<file path="src/rtl/cpu_pkg.sv">
// Shared CPU definitions: datapath widths, the NOP encoding and the fetch-stage state type.
package cpu_pkg;

  localparam int ADDR_W  = 64;
  localparam int INSTR_W = 32;

  localparam logic [INSTR_W-1:0] NOP_INSTR = 32'hD503201F;

  typedef enum logic {
    FETCH_RUN,
    FETCH_FAULT
  } fetch_state_t;

  // Misaligned, or the last byte of the word lies beyond the memory. The sum
  // is 65 bits wide, so a PC near 2^64 cannot wrap into the valid range.
  function automatic logic fetch_addr_bad(input logic [ADDR_W-1:0] pc,
                                          input logic [ADDR_W:0]   limit);
    logic [ADDR_W:0] last_byte;
    last_byte = {1'b0, pc} + 65'd3;
    return (pc[1:0] != 2'b00) || (last_byte >= limit);
  endfunction

endpackage

</file>
<file path="src/rtl/instr_fetch_if.sv">
// Control, instruction-memory and IF/ID signals between the fetch stage and its surroundings.
interface instr_fetch_if;
  import cpu_pkg::*;

  logic               stall;
  logic               redirect;
  logic [ADDR_W-1:0]  redirect_pc;
  logic [ADDR_W-1:0]  imem_addr;
  logic [INSTR_W-1:0] imem_instr;
  logic               ifid_valid;
  logic [ADDR_W-1:0]  ifid_pc;
  logic [INSTR_W-1:0] ifid_instr;
  logic               fault;
  logic [ADDR_W-1:0]  fault_pc;
  logic [31:0]        fetch_count;

  // Fetch stage side.
  modport master (
    input  stall, redirect, redirect_pc, imem_instr,
    output imem_addr, ifid_valid, ifid_pc, ifid_instr, fault, fault_pc, fetch_count
  );

  // Pipeline control and instruction memory side.
  modport slave (
    output stall, redirect, redirect_pc, imem_instr,
    input  imem_addr, ifid_valid, ifid_pc, ifid_instr, fault, fault_pc, fetch_count
  );

endinterface

</file>
<file path="src/rtl/instr_fetch.sv">
// Instruction fetch stage: PC, combinational ROM address, IF/ID register, fault
// capture and a saturating delivered-instruction counter.
module instr_fetch
  import cpu_pkg::*;
#(
  parameter int                IMEM_SIZE = 1024,
  parameter logic [ADDR_W-1:0] RESET_PC  = 64'd0
) (
  input  logic          clk,
  input  logic          reset_n,
  instr_fetch_if.master bus
);

  localparam logic [ADDR_W:0] IMEM_LIMIT = 65'(IMEM_SIZE);

  fetch_state_t       state_reg, state_next;
  logic [ADDR_W-1:0]  pc_reg, pc_next;
  logic               ifid_valid_reg;
  logic [ADDR_W-1:0]  ifid_pc_reg;
  logic [INSTR_W-1:0] ifid_instr_reg;
  logic [ADDR_W-1:0]  fault_pc_reg;
  logic [31:0]        fetch_count_reg;

  logic pc_bad;
  logic capture;
  logic flush;
  logic enter_fault;

  assign pc_bad = fetch_addr_bad(pc_reg, IMEM_LIMIT);

  always_ff @(posedge clk) begin
    if (!reset_n) begin
      state_reg <= FETCH_RUN;
    end else begin
      state_reg <= state_next;
    end
  end

  // Redirect outranks the FAULT hold and stall; a bad PC is only ever
  // discovered in RUN, and its memory word is never captured.
  always_comb begin
    state_next  = state_reg;
    pc_next     = pc_reg;
    capture     = 1'b0;
    flush       = 1'b0;
    enter_fault = 1'b0;
    if (bus.redirect) begin
      state_next = FETCH_RUN;
      pc_next    = bus.redirect_pc;
      flush      = 1'b1;
    end else if (state_reg == FETCH_FAULT) begin
      state_next = FETCH_FAULT;
    end else if (bus.stall) begin
      state_next = state_reg;
    end else if (pc_bad) begin
      state_next  = FETCH_FAULT;
      flush       = 1'b1;
      enter_fault = 1'b1;
    end else begin
      pc_next = pc_reg + 64'd4;
      capture = 1'b1;
    end
  end

  always_ff @(posedge clk) begin
    if (!reset_n) begin
      pc_reg <= RESET_PC;
    end else begin
      pc_reg <= pc_next;
    end
  end

  always_ff @(posedge clk) begin
    if (!reset_n) begin
      ifid_valid_reg  <= 1'b0;
      ifid_pc_reg     <= '0;
      ifid_instr_reg  <= NOP_INSTR;
      fault_pc_reg    <= '0;
      fetch_count_reg <= '0;
    end else begin
      if (capture) begin
        ifid_valid_reg <= 1'b1;
        ifid_pc_reg    <= pc_reg;
        ifid_instr_reg <= bus.imem_instr;
        if (fetch_count_reg != 32'hFFFF_FFFF) begin
          fetch_count_reg <= fetch_count_reg + 32'd1;
        end
      end else if (flush) begin
        ifid_valid_reg <= 1'b0;
        ifid_instr_reg <= NOP_INSTR;
      end
      if (enter_fault) begin
        fault_pc_reg <= pc_reg;
      end
    end
  end

  assign bus.imem_addr   = pc_reg;
  assign bus.ifid_valid  = ifid_valid_reg;
  assign bus.ifid_pc     = ifid_pc_reg;
  assign bus.ifid_instr  = ifid_instr_reg;
  assign bus.fault       = (state_reg == FETCH_FAULT);
  assign bus.fault_pc    = fault_pc_reg;
  assign bus.fetch_count = fetch_count_reg;

endmodule

</file>
<file path="src/flat_wrapper.sv">
// flat-port wrapper written by rule: the top's interface ports become plain ports
module instr_fetch_flat import cpu_pkg::*;
#(
  parameter int                IMEM_SIZE = 1024,
  parameter logic [ADDR_W-1:0] RESET_PC  = 64'd0
)
  (clk, reset_n, bus_stall, bus_redirect, bus_redirect_pc, bus_imem_instr, bus_imem_addr, bus_ifid_valid, bus_ifid_pc, bus_ifid_instr, bus_fault, bus_fault_pc, bus_fetch_count);
  instr_fetch_if bus_i ();
  input  logic clk;
  input  logic reset_n;
  input wire logic [$bits(bus_i.stall)-1:0] bus_stall;
  input wire logic [$bits(bus_i.redirect)-1:0] bus_redirect;
  input wire logic [$bits(bus_i.redirect_pc)-1:0] bus_redirect_pc;
  input wire logic [$bits(bus_i.imem_instr)-1:0] bus_imem_instr;
  output wire logic [$bits(bus_i.imem_addr)-1:0] bus_imem_addr;
  output wire logic [$bits(bus_i.ifid_valid)-1:0] bus_ifid_valid;
  output wire logic [$bits(bus_i.ifid_pc)-1:0] bus_ifid_pc;
  output wire logic [$bits(bus_i.ifid_instr)-1:0] bus_ifid_instr;
  output wire logic [$bits(bus_i.fault)-1:0] bus_fault;
  output wire logic [$bits(bus_i.fault_pc)-1:0] bus_fault_pc;
  output wire logic [$bits(bus_i.fetch_count)-1:0] bus_fetch_count;
  assign bus_i.stall = bus_stall;
  assign bus_i.redirect = bus_redirect;
  assign bus_i.redirect_pc = bus_redirect_pc;
  assign bus_i.imem_instr = bus_imem_instr;
  assign bus_imem_addr = bus_i.imem_addr;
  assign bus_ifid_valid = bus_i.ifid_valid;
  assign bus_ifid_pc = bus_i.ifid_pc;
  assign bus_ifid_instr = bus_i.ifid_instr;
  assign bus_fault = bus_i.fault;
  assign bus_fault_pc = bus_i.fault_pc;
  assign bus_fetch_count = bus_i.fetch_count;
  instr_fetch #(.IMEM_SIZE(IMEM_SIZE), .RESET_PC(RESET_PC)) u_core (.clk(clk), .reset_n(reset_n), .bus(bus_i));
endmodule
</file>
<file path="config.mk">
export PLATFORM = sky130hd
export DESIGN_NAME = instr_fetch_flat
export DESIGN_NICKNAME = d
export VERILOG_FILES = /design/src/rtl/cpu_pkg.sv /design/src/rtl/instr_fetch_if.sv /design/src/rtl/instr_fetch.sv /design/src/flat_wrapper.sv
export SDC_FILE = /design/constraint.sdc
export NUM_CORES = 1
export LEC_CHECK = 0
export CAP_MARGIN = 20
export CORE_UTILIZATION = 45
export DETAILED_ROUTE_END_ITERATION = 10
export GPL_ROUTABILITY_DRIVEN = 0
export PLACE_DENSITY = 0.89
export SLEW_MARGIN = 20
export SYNTH_ARGS = -nofsm -noshare
export SYNTH_HDL_FRONTEND = slang
export SYNTH_SLANG_ARGS = --single-unit
</file>
<file path="constraint.sdc">
create_clock -name clk -period 5.54 [get_ports clk]
set_input_delay 0.554 -clock clk [delete_from_list [all_inputs] [get_ports clk]]
set_output_delay 0.554 -clock clk [all_outputs]
set_load 0.01 [all_outputs]
</file>
==> results.yml <==
logic_synthesis:
  synth_top_area_share_pct: 48.63
  synth_edf_count: 0
  yosys_warnings: 0
  synth_cell_types: 65
  syn_area_mm2: 0.01062
  synth_top_area_cell: "dfxtp_1"
  netlist_instances: 1184
  synth_nets: 1286
  ys_seq_area_share_pct: 48.63
  avgSynthCellArea_um2: 8.970
  synth.area.top_cells: "dfxtp_1, a22o_1, nand3_1, nand2_1, and3_1"
  async_flop_share_pct: 0
  synth-seq-cells: 258
  synthFlopType: "dfxtp_1"
run_status:
  status: "finished, final reports clean"
global_route:
  grt_pass1_wl_um: 54410
  grt_pass1_vias: 9929
  antenna_found_initial: 1
  grt_overflow_total: 0
  grtUsageTotal_pct: 28.00
  grt_max_degree: 108
timing:
  hold_violations: 0
  fin_skew_ps: 17.81
  setup_violations: 0
  relSlewSlack_pct: 34.61
  slew_violations: 0
  fmax_mhz: 210.5
  rsz0062_at_grt: "false"
  tns_ps: 0
  min_period_ps: 4751
  fin_ws_ps: 789.5
  fin_crit_sh_pct: 85.75
  worst_pin_slew_ps: 980.9
power:
  ir_drop_mv: 0.2610
  leakagePower_nw: 5.529
  pwr_density_cell_mw_per_mm2: 277.7
  p_total_mw: 4.235
placement:
  numPortBuffers: 357
  placedCellCount: 1774
  pre_cts_ws_ps: 947.5
  dp_hpwl_um: 25020
setup_path:
  crit_top_cell: "nor4_1"
  path_depth: 10
  worstPathArrival_ps: 5180
  crit_slowest_cell: "nor4_1"
  worstSetupStartpointType: "flop"
  crit_path_max_incr_delay_ps: 730
  ff2ff_setup_slack_ps: 790
  reg2regPathDepth: 10
  path_delay_family: "simple AND/OR/NAND/NOR gates"
  path_cells: "nand4_1 -> nor4_1 -> nor4b_4 -> xnor2_1 -> or4_1 -> nor4_1 -> and4_1 -> a31oi_4 -> buf_4 -> a22o_1"
  crit_required_ps: 5970
  timing_worst_setup_path_type: "flop to flop"
  endpoint_kind: "flop"
  reg2reg_from: "u_core.bus.imem_addr[32]"
  crit_buf_inv: 1
  rr_endpoint: "u_core.bus.imem_addr[18]"
  cp_max_fo: 26
clocking:
  cts_buffers: 27
  post_cts_buffers: 0
  path_clk_slew_ps: 60
  cts_root_buf: "clkbuf_16"
  cts_max_level: 1
  tritoncts: "yes"
  cts_resized: 0
  cts_sinks: 258
  clock_latency_ps: 550
  clock_path_buffers: 3
  hold_buffers: 0
layout:
  final_cell_mix: "clkdlybuf4s50_1, dfxtp_1, nand2_1"
  fin_nets: 1592
  fin_util_pct: 66.56
  drive_gt1_share_pct: 5.956
  fin_cells: 1825
  final_common_cell: "clkdlybuf4s50_1"
  areaGrowthSynthToFinish_pct: 43.61
floorplanning:
  floorplan.initialDensity_pct: 46.34
  ioPinCount: 358
  core_area_mm2: 0.02292
  rows: 55
  die-area_mm2: 0.02422
  die_x_um: 155.6
  die_y_um: 155.6
drt:
  drc: 0
  num_vias: 10478
  drt_iter0_markers: 992
  via_per_inst: 5.741
  wirelength_um: 35060
  dr.pass1.iters: 7
  ant_nets: 0
  drt-wirelength-per-cell_um: 19.21
min_path:
  worstHoldEndpoint: "u_core.bus.fault_pc[22]"
  hp-class: "flop to flop"
  hold_depth: 2
  min_from: "u_core.bus.fault_pc[22]"
job:
  max_cap_viol_count: 0
[cells by family (layout without fill, tap and decap cells)]
group / after synthesis / count (layout) / synth area share [%]
flops: 258 / 258 / 48.63
xor+xnor: 25 / 25 / 2.062
fa+ha+maj: 2 / 2 / 0.2356
mux: 24 / 24 / 2.262
buf+inv: 114 / 441 / 4.724
other cells: 0 / 1 / 0
simple gates: 508 / 508 / 25.84
compound gates: 253 / 253 / 16.25
[final cells by class]
class	count	area, um2
timing repair buffer	372	3687
fill	1812	7664
inverter	19	71.32
multi-input combinational	812	4987
tap	313	391.6
sequential	258	5165
antenna	1	2.502
clock inverter	19	246.5
clock buffer	31	700.7
[layer usage]
| metal | global-route usage, % | vias up | share of wire [%] | wire length (um) |
|---|---|---|---|---|
| met5 | 0 | - | 0 | 0 |
| met4 | 11.81 | 0 | 3.9 | 1375 |
| met3 | 6.694 | 99 | 9.3 | 3264 |
| met2 | 45.59 | 510 | 46 | 16120 |
| met1 | 35.42 | 4912 | 41 | 14290 |
| li1 | - | 4957 | - | - |
[Yosys cell counts, types with 19 or more instances]
master and number:
or3_1 19, mux2i_1 24, nand2_1 115, buf_2 20, nor3_1 27, nor4_1 21
o21ai_1 20, nand3_1 113, and3_1 67, o21ai_0 68, a22o_1 70, clkbuf_1 54
nor2_1 52, a21oi_1 28, nand4_1 32, dfxtp_1 258
[how the worst max path moves through the flow]
stage / start / end / slack (ps)
after detailed placement: u_core.bus.imem_addr[3] / u_core.bus.imem_addr[26] / 950
after global routing: u_core.bus.imem_addr[3] / u_core.bus.imem_addr[18] / 590
final: u_core.bus.imem_addr[32] / u_core.bus.imem_addr[18] / 790
after CTS: u_core.bus.imem_addr[3] / u_core.bus.imem_addr[18] / 860
after floorplan: u_core.bus.imem_addr[2] / u_core.bus.fetch_count[8] / 1770
after global placement: u_core.bus.imem_addr[33] / u_core.bus.imem_addr[14] / 1100
[per-stage QoR]
stage               area (um2)  hold slack [ps]
detailed placement       14300            441.0
finish                   15250            446.4
global placement         14300            436.8
floorplan                10620            472.6
global route             15250            469.4
CTS                      15250            449.6
[tightest hold or removal path, delay by kind of cell (launching register included)]
kind | cells | cell delay [ps]
flops | 1 | 310
compound gates | 1 | 50
simple gates | 1 | 50
[power by group]
| part | internal [mW] | leakage (nW) | switching, mW | total, mW |
|---|---|---|---|---|
| registers | 1.89 | 2.09 | 0.0729 | 1.97 |
| logic | 0.184 | 2.98 | 0.168 | 0.351 |
| clock network | 1.11 | 0.454 | 0.803 | 1.92 |
(Power assumes the default switching activity.)
